===== src/rtl/uart_pkg.sv =====
// UART shared definitions: FSM encodings and frame constants.
// Optional build macro UART_RX_FRAME_CHECK_EN is consumed by uart_top.
package uart_pkg;

  localparam int OVERSAMPLE = 16;
  localparam int DATA_BITS  = 8;
  localparam int NB_TICK    = $clog2(OVERSAMPLE);
  localparam int NB_BITS    = $clog2(DATA_BITS);

  localparam logic [NB_TICK-1:0] TICK_MID  = NB_TICK'(OVERSAMPLE/2 - 1);
  localparam logic [NB_TICK-1:0] TICK_LAST = NB_TICK'(OVERSAMPLE - 1);
  localparam logic [NB_BITS-1:0] BIT_LAST  = NB_BITS'(DATA_BITS - 1);

  typedef enum logic [1:0] {
    RX_IDLE,
    RX_START,
    RX_DATA,
    RX_STOP
  } rx_state_t;

  typedef enum logic [1:0] {
    TX_IDLE,
    TX_START,
    TX_DATA,
    TX_STOP
  } tx_state_t;

endpackage


===== src/rtl/uart_fifo.sv =====
// First-word-fall-through FIFO with registered full/empty flags.
// Writes when full and reads when empty are dropped.
module uart_fifo
  import uart_pkg::*;
#(
  parameter int NB_DATA = 8,
  parameter int NB_ADDR = 4
) (
  input  logic               clk,
  input  logic               i_rst,
  input  logic               i_wr,
  input  logic [NB_DATA-1:0] i_wdata,
  input  logic               i_rd,
  output logic [NB_DATA-1:0] o_rdata,
  output logic               o_empty,
  output logic               o_full
);

  localparam int DEPTH = 2**NB_ADDR;

  logic [NB_DATA-1:0] mem [DEPTH];
  logic [NB_ADDR-1:0] wptr;
  logic [NB_ADDR-1:0] rptr;
  logic [NB_ADDR-1:0] wptr_nxt;
  logic [NB_ADDR-1:0] rptr_nxt;
  logic               do_wr;
  logic               do_rd;

  assign do_wr    = i_wr && !o_full;
  assign do_rd    = i_rd && !o_empty;
  assign wptr_nxt = wptr + NB_ADDR'(1);
  assign rptr_nxt = rptr + NB_ADDR'(1);
  assign o_rdata  = mem[rptr];

  always_ff @(posedge clk or negedge i_rst) begin
    if (!i_rst) begin
      for (int i = 0; i < DEPTH; i++) begin
        mem[i] <= '0;
      end
      wptr    <= '0;
      rptr    <= '0;
      o_empty <= 1'b1;
      o_full  <= 1'b0;
    end else begin
      if (do_wr) begin
        mem[wptr] <= i_wdata;
        wptr      <= wptr_nxt;
      end
      if (do_rd) begin
        rptr <= rptr_nxt;
      end
      if (do_wr && !do_rd) begin
        o_empty <= 1'b0;
        o_full  <= (wptr_nxt == rptr);
      end else if (do_rd && !do_wr) begin
        o_full  <= 1'b0;
        o_empty <= (rptr_nxt == wptr);
      end
    end
  end

endmodule


===== src/rtl/uart_top.sv =====
// UART 8N1 with baud generator, RX/TX FSMs and RX/TX FIFOs.
// Define UART_RX_FRAME_CHECK_EN to drop bytes with a bad stop bit.
module uart_top
  import uart_pkg::*;
#(
  parameter int NB_COUNTER   = 9,
  parameter int NB_DATA      = 8,
  parameter int NB_FIFO_ADDR = 4
) (
  input  logic                  clk,
  input  logic                  i_rst,
  input  logic [NB_COUNTER-1:0] i_tick_cmp,
  input  logic                  i_rx,
  input  logic                  i_rd,
  input  logic                  i_wr,
  input  logic [NB_DATA-1:0]    i_wdata,
  input  logic                  i_tx_start,
  output logic                  o_tx,
  output logic                  o_tx_done,
  output logic                  o_tx_empty,
  output logic                  o_tx_full,
  output logic [NB_DATA-1:0]    o_rdata,
  output logic                  o_rx_done,
  output logic                  o_rx_empty,
  output logic                  o_rx_full
);

  logic [NB_COUNTER-1:0] baud_cnt;
  logic                  tick;

  assign tick = (baud_cnt == i_tick_cmp - NB_COUNTER'(1));

  always_ff @(posedge clk or negedge i_rst) begin
    if (!i_rst) begin
      baud_cnt <= '0;
    end else if (tick) begin
      baud_cnt <= '0;
    end else begin
      baud_cnt <= baud_cnt + NB_COUNTER'(1);
    end
  end

  // i_rx is asynchronous to clk
  logic rx_meta;
  logic rx_sync;

  always_ff @(posedge clk or negedge i_rst) begin
    if (!i_rst) begin
      rx_meta <= 1'b1;
      rx_sync <= 1'b1;
    end else begin
      rx_meta <= i_rx;
      rx_sync <= rx_meta;
    end
  end

  rx_state_t          rx_state;
  logic [NB_TICK-1:0] rx_s;
  logic [NB_BITS-1:0] rx_n;
  logic [NB_DATA-1:0] rx_shift;
  logic               rx_done_q;
  logic               stop_ok;

`ifdef UART_RX_FRAME_CHECK_EN
  assign stop_ok = rx_sync;
`else
  assign stop_ok = 1'b1;
`endif

  always_ff @(posedge clk or negedge i_rst) begin
    if (!i_rst) begin
      rx_state  <= RX_IDLE;
      rx_s      <= '0;
      rx_n      <= '0;
      rx_shift  <= '0;
      rx_done_q <= 1'b0;
    end else begin
      rx_done_q <= 1'b0;
      unique case (rx_state)
        RX_IDLE: begin
          if (!rx_sync) begin
            rx_state <= RX_START;
            rx_s     <= '0;
          end
        end
        RX_START: begin
          if (tick) begin
            if (rx_s == TICK_MID) begin
              rx_s <= '0;
              rx_n <= '0;
              rx_state <= rx_sync ? RX_IDLE : RX_DATA;
            end else begin
              rx_s <= rx_s + NB_TICK'(1);
            end
          end
        end
        RX_DATA: begin
          if (tick) begin
            if (rx_s == TICK_LAST) begin
              rx_s     <= '0;
              rx_shift <= {rx_sync, rx_shift[NB_DATA-1:1]};
              if (rx_n == BIT_LAST) begin
                rx_state <= RX_STOP;
              end else begin
                rx_n <= rx_n + NB_BITS'(1);
              end
            end else begin
              rx_s <= rx_s + NB_TICK'(1);
            end
          end
        end
        RX_STOP: begin
          if (tick) begin
            if (rx_s == TICK_LAST) begin
              rx_state  <= RX_IDLE;
              rx_done_q <= stop_ok && !o_rx_full;
            end else begin
              rx_s <= rx_s + NB_TICK'(1);
            end
          end
        end
        default: rx_state <= RX_IDLE;
      endcase
    end
  end

  assign o_rx_done = rx_done_q;

  uart_fifo #(
    .NB_DATA (NB_DATA),
    .NB_ADDR (NB_FIFO_ADDR)
  ) u_rx_fifo (
    .clk     (clk),
    .i_rst   (i_rst),
    .i_wr    (rx_done_q),
    .i_wdata (rx_shift),
    .i_rd    (i_rd),
    .o_rdata (o_rdata),
    .o_empty (o_rx_empty),
    .o_full  (o_rx_full)
  );

  tx_state_t          tx_state;
  logic [NB_TICK-1:0] tx_s;
  logic [NB_BITS-1:0] tx_n;
  logic [NB_DATA-1:0] tx_shift;
  logic [NB_DATA-1:0] tx_head;
  logic               tx_q;
  logic               tx_done_q;
  logic               draining;
  logic               tx_pop;

  assign tx_pop = (tx_state == TX_IDLE) && draining && !o_tx_empty;

  always_ff @(posedge clk or negedge i_rst) begin
    if (!i_rst) begin
      draining <= 1'b0;
    end else if ((tx_state == TX_IDLE) && draining && o_tx_empty) begin
      draining <= 1'b0;
    end else if (i_tx_start && !o_tx_empty && !draining) begin
      draining <= 1'b1;
    end
  end

  always_ff @(posedge clk or negedge i_rst) begin
    if (!i_rst) begin
      tx_state  <= TX_IDLE;
      tx_s      <= '0;
      tx_n      <= '0;
      tx_shift  <= '0;
      tx_q      <= 1'b1;
      tx_done_q <= 1'b0;
    end else begin
      tx_done_q <= 1'b0;
      unique case (tx_state)
        TX_IDLE: begin
          tx_q <= 1'b1;
          if (tx_pop) begin
            tx_shift <= tx_head;
            tx_s     <= '0;
            tx_q     <= 1'b0;
            tx_state <= TX_START;
          end
        end
        TX_START: begin
          if (tick) begin
            if (tx_s == TICK_LAST) begin
              tx_s     <= '0;
              tx_n     <= '0;
              tx_q     <= tx_shift[0];
              tx_state <= TX_DATA;
            end else begin
              tx_s <= tx_s + NB_TICK'(1);
            end
          end
        end
        TX_DATA: begin
          if (tick) begin
            if (tx_s == TICK_LAST) begin
              tx_s <= '0;
              if (tx_n == BIT_LAST) begin
                tx_q     <= 1'b1;
                tx_state <= TX_STOP;
              end else begin
                tx_n     <= tx_n + NB_BITS'(1);
                tx_shift <= tx_shift >> 1;
                tx_q     <= tx_shift[1];
              end
            end else begin
              tx_s <= tx_s + NB_TICK'(1);
            end
          end
        end
        TX_STOP: begin
          if (tick) begin
            if (tx_s == TICK_LAST) begin
              tx_done_q <= 1'b1;
              tx_state  <= TX_IDLE;
            end else begin
              tx_s <= tx_s + NB_TICK'(1);
            end
          end
        end
        default: tx_state <= TX_IDLE;
      endcase
    end
  end

  assign o_tx      = tx_q;
  assign o_tx_done = tx_done_q;

  uart_fifo #(
    .NB_DATA (NB_DATA),
    .NB_ADDR (NB_FIFO_ADDR)
  ) u_tx_fifo (
    .clk     (clk),
    .i_rst   (i_rst),
    .i_wr    (i_wr),
    .i_wdata (i_wdata),
    .i_rd    (tx_pop),
    .o_rdata (tx_head),
    .o_empty (o_tx_empty),
    .o_full  (o_tx_full)
  );

endmodule


===== config.mk =====
export PLATFORM = sky130hd
export DESIGN_NAME = uart_top
export DESIGN_NICKNAME = d
export VERILOG_FILES = /design/src/rtl/uart_pkg.sv /design/src/rtl/uart_fifo.sv /design/src/rtl/uart_top.sv
export SDC_FILE = /design/constraint.sdc
export NUM_CORES = 1
export LEC_CHECK = 0
export BUFFER_PORTS_ARGS = -buffer_cell sky130_fd_sc_hd__buf_2
export CAP_MARGIN = 20
export CORE_ASPECT_RATIO = 1.4
export CORE_MARGIN = 4
export CORE_UTILIZATION = 40
export DETAILED_ROUTE_END_ITERATION = 8
export SETUP_SLACK_MARGIN = 0.1
export SYNTH_ARGS = -nofsm -noshare
export SYNTH_HDL_FRONTEND = slang
export SYNTH_SLANG_ARGS = --single-unit

===== constraint.sdc =====
create_clock -name clk -period 2.9 [get_ports clk]
set_clock_uncertainty 0.2 [all_clocks]
set_input_delay 0.145 -clock clk [delete_from_list [all_inputs] [get_ports clk]]
set_output_delay 0.145 -clock clk [all_outputs]
set_load 0.005 [all_outputs]

Word level (Yosys, flattened, before mapping)
Cells that the tools add are included.
{"block": "totals", "regBits": 325, "latchBits": 0, "ram_bits": 0, "mem_bits_ro": 0, "inputBits": 23, "output_inout_bits": 15, "elab_cells": 241, "memories": 0}
{"block": "classes", "addsub": 10, "mul": 0, "div_mod_pow": 0, "magnitude_cmp": 6, "n_eq_ne": 37, "n_shift": 0, "n_mux": 86, "bitwise": 4, "reduce_logical": 43}
{"operator": "128-bit bitwise mux", "count": 2}
{"operator": "8-bit two-way mux", "count": 10}
{"operator": "8-bit binary-select mux with 4-bit select", "count": 2}
{"operator": "8-bit demux with 4-bit select", "count": 2}
{"operator": "4-bit two-way mux", "count": 12}
{"operator": "2-bit inequality test, second input constant", "count": 19}
{"operator": "2-bit two-way mux", "count": 17}
{"operator": "3-bit two-way mux", "count": 10}
{"operator": "4-bit by 1-bit adder with 4-bit output, second input constant", "count": 6}
{"operator": "1-bit two-way mux", "count": 22}
{"operator": "5-bit greater-or-equal comparator, second input constant", "count": 4}
{"operator": "4-bit inverter with 5-bit output", "count": 4}
{"operator": "4-bit == test", "count": 4}
{"operator": "2-bit one-hot mux with 4 select lines", "count": 2}
{"operator": "4-bit one-hot mux with 4 select lines", "count": 1}
{"operator": "8-bit one-hot mux with 2 select lines", "count": 1}
{"operator": "8-bit AND reduction", "count": 2}
{"operator": "1-bit logical AND", "count": 15}
{"operator": "5-bit AND reduction", "count": 3}
{"operator": "3-bit one-hot mux with 2 select lines", "count": 2}
{"operator": "4-bit one-hot mux with 3 select lines", "count": 1}
{"operator": "6-bit AND reduction", "count": 2}
{"operator": "2-bit nonzero test", "count": 6}
{"operator": "5-bit by 1-bit < comparator with 1-bit output, second input constant", "count": 2}
{"operator": "18 further kinds", "count": 35}

Logic depth before layout (Yosys ltp)
Gate-level depths: netlist of the first run.
{"block": "depth", "depth_word": 7, "depth_mapped": 9, "ltp_nobuf": 8}

Modules after synthesis
From an unflattened synthesis of the first run, not the netlist that was laid out.
{"block": "unflattened", "cells_unflattened": 1118, "hier_area_um2": 15881.5}
{"module": "uart_fifo (u_tx_fifo)", "instances": 1, "cells_each": 411, "area_per_inst_um2": 6486.2, "seq_area_each_um2": 3454.6}
{"module": "uart_fifo (u_rx_fifo)", "instances": 1, "cells_each": 413, "area_per_inst_um2": 6472.5, "seq_area_each_um2": 3454.6}
{"module": "uart_top", "instances": 1, "cells_each": 294, "area_per_inst_um2": 2922.8, "seq_area_each_um2": 1229.9}

Worst setup path before layout of the first run
Ideal clock, no wire load.
{"block": "synth_path", "kind": "flip-flop to output port", "start": "reg u_rx_fifo.rptr[0]", "end": "out o_rdata[0]", "arrival_time_ns": 2.226, "t_required_ns": 2.555, "slack_ns": 0.329, "stages_incl_launch_ff": 5, "n_path_buf": 2, "path_cell_list": "dfrtp_1 > clkbuf_1 > buf_1 > mux4_2 > mux4_2"}
{"block": "synth_via", "elab_chain_cells": 4}
{"element": "start, declared", "line": "uart_fifo.sv:23", "rtl": "logic [NB_ADDR-1:0] rptr;"}
{"element": "start signal, assigned", "line": "uart_fifo.sv:50", "rtl": "rptr <= rptr_nxt;"}
{"element": "4-bit inverter with 5-bit output (not written as such)", "line": "uart_fifo.sv:33", "rtl": "assign o_rdata = mem[rptr];"}
{"element": "8-bit binary-select mux with 4-bit select", "line": "uart_fifo.sv:33"}
{"element": "8-bit two-way mux (not written as such) (2 in a row)", "line": "uart_fifo.sv:33"}
{"element": "end, declared", "line": "uart_top.sv:22", "rtl": "output logic [NB_DATA-1:0] o_rdata,"}
Every way passes these cells. The select of a mux whose other input is x is not followed.

Worst setup path after layout of the first run
{"block": "layout_path", "start": "reg u_rx_fifo.rptr[0]", "end": "out o_rdata[6]"}
The elaborated chain is that of the path after synthesis.

==> results.ini, run 1 <==
[cts]
clkLatencyLatePin_ns=0.52
path_clk_slew_ns=0.07
clock_sinks=325
tritoncts=built
cts.htree.levels=2
clk_path_buf_depth=3
cts_buffers=35
cts-root-buf=clkbuf_16

[synth]
yosysSeqAreaShare=0.5208
syn-instance-count=1097
ys_ff_latch=325
syn_area_per_cell_sq_um=14.25
yosysTopAreaCell=dfrtp_1
yosys_warnings=0
synth_nets=1144
ys.flop_type=dfrtp_1
synth_enable_flop_cells=0
synth.area.top_cells=dfrtp_1 (51%), mux2_2 (20%), mux4_2 (11%)
synth_area_sq_um=15630
ys_async_sr_fraction=1.000
synth_cell_types=68
synth_top_area_share=0.5124

[setup_path]
crit_required_ns=2.56
crit_chain=buf_12, mux4_2, mux4_2, buf_2
critPathKind=reg2out
cp_top_family=multiplexers
slowest_delay_ns=0.56
cp_max_fo=12
r2r_start=baud_cnt[7]
rr_worst_depth=6
crit_buf_inv=2
timing.rr.end=rx_shift[3]
endpoint_kind=primary output
crit_path_frequent_cell=mux4_2
r2r_setup_slack_ns=0.38
cp_slowest_cell=mux4_2
crit_cells=4
arrival_ns=2.41
startpoint_type=flop

[timing]
worst_pin_slew_ns=0.7621
period_needed_ns=2.754
max_slew_margin=0.4920
slew_viol_final=0
fin_setup_tns_ns=0
final_hold_viol_count=0
final.period_utilization=0.9497
clock.fmax_mhz=363.1
rsz0062_at_grt=true
setup_viol=0

[pwr]
worst_ir_drop_vdd_mv=0.5685
p_leak_uw=0.008207
power_density_nw_per_um2=783.7

[global_route]
grt_max_degree=76
grt_pass1_wl_mm=56.47
gr-total-overflow=0
grt_pass1_vias=10000
grt_antenna_before_repair=0
grt_usage=0.1658

[route]
wl_mm=34.40
drc=0
via_per_inst=5.371
drt_pass1_iterations=4
ant_nets=0
avgRoutedWirePerCell_um=19.93
drt_iter0_markers=394
vias=9270

[floorplanning]
initial_core_util=0.4059
fp.dieH_um=241.9
dieArea_sq_um=42340
die_w_um=175.1
io_pins=38
num_rows=85
design.core.area_sq_um=38500

[placement]
dp_hpwl_mm=23.61
gp_congestion=0.7687
dpl.cell_count=1644
port_buffers=37

[outcome]
status=complete, no violations

[layout]
area_growth_syn_to_layout_pct=15.86
mostFrequentLayoutCell=dfrtp_1
drive_gt1_frac=0.4302
nNetsFinal=1224
final_cells=1726
final_cell_mix=dfrtp_1 (318), mux2_2 (274), mux4_2 (73)
antennaDiodeCount=0

[worst_hold_path]
hold_path_class=in2async

[job]
drv_cap=0

-- cell type report --
cell class                      count  area (sq um)
Tap cell                          522         653.1
Fill cell                        3431         20390
Inverter                           19         71.32
Sequential cell                   325          8142
Clock buffer                       50          1023
Multi-Input combinational cell    695          7179
Clock inverter                     14         200.2
Timing Repair Buffer              101         837.1
-- worst reg2reg max path, delay by kind of cell, from the launching register on --
| family | cells | cell delay, ns |
|---|---|---|
| muxes | 1 | 0.34 |
| AOI/OAI and AO/OA | 2 | 0.39 |
| xor gates and xnor gates | 1 | 0.27 |
| and+or+nand+nor | 2 | 0.80 |
| DFF | 1 | 0.41 |
-- cell families after synthesis --
| kind of cell | after synthesis | share of synthesized area |
|---|---|---|
| DFF | 325 | 0.5208 |
| muxes | 364 | 0.3162 |
| xor gates and xnor gates | 45 | 0.02522 |
| and+or+nand+nor | 201 | 0.06605 |
| adders and majority gates | 24 | 0.01922 |
| buffers and inverters | 77 | 0.01978 |
| AOI/OAI and AO/OA | 61 | 0.03275 |
-- through the flow --
step | instance area [sq um] | total power [uW] | utilization | hold WS, ns | setup WS [ns]
floorplan | 15630 | 8589 | - | -0.3506 | 0.3289
global placement | 16690 | 9463 | 0.4334 | -0.1001 | 0.3148
detailed placement | 16690 | 9578 | 0.4334 | -0.09921 | 0.2675
CTS | 18100 | 14400 | 0.4702 | 0.03488 | 0.1120
global route | 18110 | 14950 | 0.4703 | 0.04857 | 0.07688
finish | 18110 | 14190 | 0.4703 | 0.04338 | 0.1459
-- cells in the mapped netlist (5+ instances only) --
library cell	n
buf_2	7
nand2b_1	7
xor2_1	17
ha_1	24
dfstp_2	5
nor2b_1	6
dfrtp_1	320
mux2i_1	8
mux2_4	8
mux4_2	73
o21ai_0	8
nand4_1	7
nand3_1	31
nand2_1	51
clkbuf_1	45
nor2_1	47
a32o_1	6
nor3_1	12
mux2_2	274
nor4_1	5
a21oi_1	7
and3_1	5
xnor2_1	28
inv_1	19
a221o_1	8
-- per-layer routing --
layer / GRT usage / wire length, um / up-vias
li1: - / - / 4242
met1: 0.2033 / 14040 / 4850
met2: 0.3048 / 18650 / 127
met3: 0.02250 / 921 / 51
met4: 0.04647 / 792 / 0
met5: 0 / 0 / -
-- state kept, by name, indices dropped and copies added, names as in the netlist, 3 cells and up, named ones only --
| signal | flops |
|---|---|
| tx_n | 3 |
| tx_s | 4 |
| u_tx_fifo.mem | 128 |
| u_rx_fifo.mem | 128 |
| tx_shift | 8 |
| u_tx_fifo.rptr | 4 |
| u_tx_fifo.wptr | 4 |
| baud_cnt | 9 |
| rx_s | 4 |
| rx_n | 3 |
| u_rx_fifo.rptr | 4 |
| rx_shift | 8 |
| u_rx_fifo.wptr | 4 |
-- report_power, final --
group | switching [uW] | internal [uW] | total (uW) | leakage, uW
registers | 698 | 5550 | 6250 | 0.00425
logic | 1350 | 1900 | 3240 | 0.00337
clock network | 1860 | 2840 | 4690 | 0.000591
-- how the worst max path moves through the flow --
stage	start	end	slack, ns
final	u_rx_fifo.rptr[0]	o_rdata[6]	0.15
after global routing	u_rx_fifo.rptr[0]	o_rdata[7]	0.08
after CTS	u_rx_fifo.rptr[0]	o_rdata[6]	0.11
after detailed placement	i_tick_cmp[0]	rx_shift[1]	0.27
after global placement	i_tick_cmp[0]	rx_shift[0]	0.31
after floorplan	u_rx_fifo.rptr[0]	o_rdata[0]	0.33
-- timing repair --
action,in CTS,in global routing
setup endpoints to repair,8,5
resized for setup,0,1
buffers inserted,2,0
pin swaps,0,0
endpoints found under the hold margin,460,0
hold buffers,16,0
Power figures use the tool's default switching activity.
==> inputs of run 2 (changes only) <==
PLACE_DENSITY_LB_ADDON = 0.08   (was not set)
==> results.ini, run 2 (synthesis gave the netlist of run 1 again) <==
[worst_hold_path]
hold_path_class=in2reg  ; was in2async

[timing]
final_hold_viol_count=0  ; unchanged
fin_setup_tns_ns=0  ; unchanged
worst_pin_slew_ns=0.7389  ; was 0.7621 ns
clock.fmax_mhz=365.5  ; was 363.1 MHz
period_needed_ns=2.736  ; was 2.754 ns
rsz0062_at_grt=true  ; unchanged
max_slew_margin=0.5074  ; was 0.4920
final.period_utilization=0.9434  ; was 0.9497
setup_viol=0  ; unchanged
slew_viol_final=0  ; unchanged

[cts]
cts.htree.levels=2  ; unchanged
cts_buffers=36  ; was 35
clk_path_buf_depth=3  ; unchanged
path_clk_slew_ns=0.06  ; was 0.07 ns
cts-root-buf=clkbuf_16  ; unchanged
tritoncts=built  ; unchanged
clock_sinks=325  ; unchanged
clkLatencyLatePin_ns=0.53  ; was 0.52 ns

[layout]
drive_gt1_frac=0.4302  ; unchanged
mostFrequentLayoutCell=dfrtp_1  ; unchanged
antennaDiodeCount=0  ; unchanged
nNetsFinal=1226  ; was 1,224
area_growth_syn_to_layout_pct=16.06  ; was 15.86%
reg_top3=u_rx_fifo.mem x128, u_tx_fifo.mem x128, baud_cnt x9  ; unchanged
final_cell_mix=dfrtp_1 (318), mux2_2 (274), mux4_2 (73)  ; unchanged

[route]
ant_nets=0  ; unchanged
drt_pass1_iterations=4  ; unchanged
drt_iter0_markers=449  ; was 394
drc=0  ; unchanged
wl_mm=37.44  ; was 34.40 mm
via_per_inst=5.378  ; was 5.371
vias=9283  ; was 9,270
avgRoutedWirePerCell_um=21.69  ; was 19.93 um

[global_route]
grt_pass1_vias=10100  ; was 10,000
grt_max_degree=87  ; was 76
gr-total-overflow=0  ; unchanged
grt_usage=0.1796  ; was 0.1658
grt_antenna_before_repair=0  ; unchanged
grt_pass1_wl_mm=59.86  ; was 56.47 mm

[setup_path]
arrival_ns=2.39  ; was 2.41 ns
endpoint_kind=primary output  ; unchanged
critPathKind=reg2out  ; unchanged
crit_required_ns=2.56  ; about the same
startpoint_type=flop  ; unchanged
cp_max_fo=4  ; was 12

[floorplanning]
initial_core_util=0.4059  ; unchanged
fp.dieH_um=241.9  ; unchanged
io_pins=38  ; unchanged
dieArea_sq_um=42340  ; unchanged
die_w_um=175.1  ; unchanged
num_rows=85  ; unchanged
design.core.area_sq_um=38500  ; unchanged

[pwr]
power_density_nw_per_um2=785.7  ; was 783.7 nW/um^2
total_power_uw=14250  ; was 14,190 uW
worst_ir_drop_vdd_mv=0.4851  ; was 0.5685 mV
p_leak_uw=0.008218  ; was 0.008207 uW

[placement]
gp_congestion=0.7749  ; was 0.7687
port_buffers=37  ; unchanged
dp_hpwl_mm=24.48  ; was 23.61 mm

[job]
drv_cap=0  ; unchanged

[outcome]
status=complete, no violations  ; unchanged

[run 2: cell count changes in the layout (fill, tap and decap cells not counted), sizes merged]
cell	previous run	this run
bufinv	4	1
clkbuf	50	57
clkinv	6	5
clkinvlp	3	1
dlygate4sd3	15	13
inv	20	21
[run 2: layout make-up]
cell class                 count  area [sq um]
sequential                   325          8142
timing repair buffer         102         952.2
clock buffer                  54          1050
inverter                      19         71.32
fill                        3479         20360
tap                          522         653.1
multi-input combinational    695          7189
clock inverter                 9         80.08
[run 2: per-layer routing]
metal / wire length [um] / vias to the layer above / track usage
li1: - / 4234 / -
met5: 0 / - / 0
met2: 20100 / 110 / 0.3266
met3: 870 / 52 / 0.02375
met1: 15480 / 4887 / 0.2219
met4: 988 / 0 / 0.05480
[run 2: power breakdown]
part / internal [uW] / total, uW / switching, uW
sequential: 5560 / 6220 / 665
clock: 2590 / 4430 / 1830
combinational: 2080 / 3600 / 1520
[run 2: worst paths after layout]
| kind | cells past startpoint | end | startpoint | slack, ns |
|---|---|---|---|---|
| setup reg to reg | 7 | rx_shift[1] | baud_cnt[2] | 0.24 |
| min in group asynchronous | 3 | rx_n[2] | i_rst | 0.07 |
| hold reg to reg | 0 | rx_sync | rx_meta | 0.15 |
| max in group asynchronous | 3 | u_tx_fifo.rptr[0] | i_rst | 1.91 |
| hold / removal | 5 | o_tx_done | i_tick_cmp[0] | 0.03 |
| setup / recovery | 5 | o_rdata[2] | u_rx_fifo.rptr[0] | 0.16 |
[run 2: critical path, stage by stage, from the launching register on]
cell	delay, ns
dfrtp_2	0.39
buf_6	0.15
clkbuf_16	0.16
mux4_2	0.51
mux4_2	0.51
buf_2	0.15
[run 2: per-stage QoR]
step / setup slack (ns) / hold WS (ns) / cell area, sq um / util / cells
global placement: 0.1023 / -0.09841 / 16660 / 0.4328 / 1641
finish: 0.1640 / 0.03449 / 18140 / 0.4711 / 1726
CTS: 0.1263 / 0.01478 / 18040 / 0.4686 / 1722
floorplan: 0.3289 / -0.3506 / 15630 / - / 1097
global route: 0.08745 / 0.04940 / 18140 / 0.4711 / 1726
detailed placement: 0.08065 / -0.09616 / 16660 / 0.4328 / 1641
[run 2: repair_timing]
action | 4_1_cts | 5_1_grt
pin swaps | 0 | 0
gates cloned | 2 | 3
hold endpoints to repair | 456 | 0
resized for setup | 3 | 3
setup endpoints to repair | 7 | 18
setup buffers | 2 | 1
hold buffers | 14 | 0
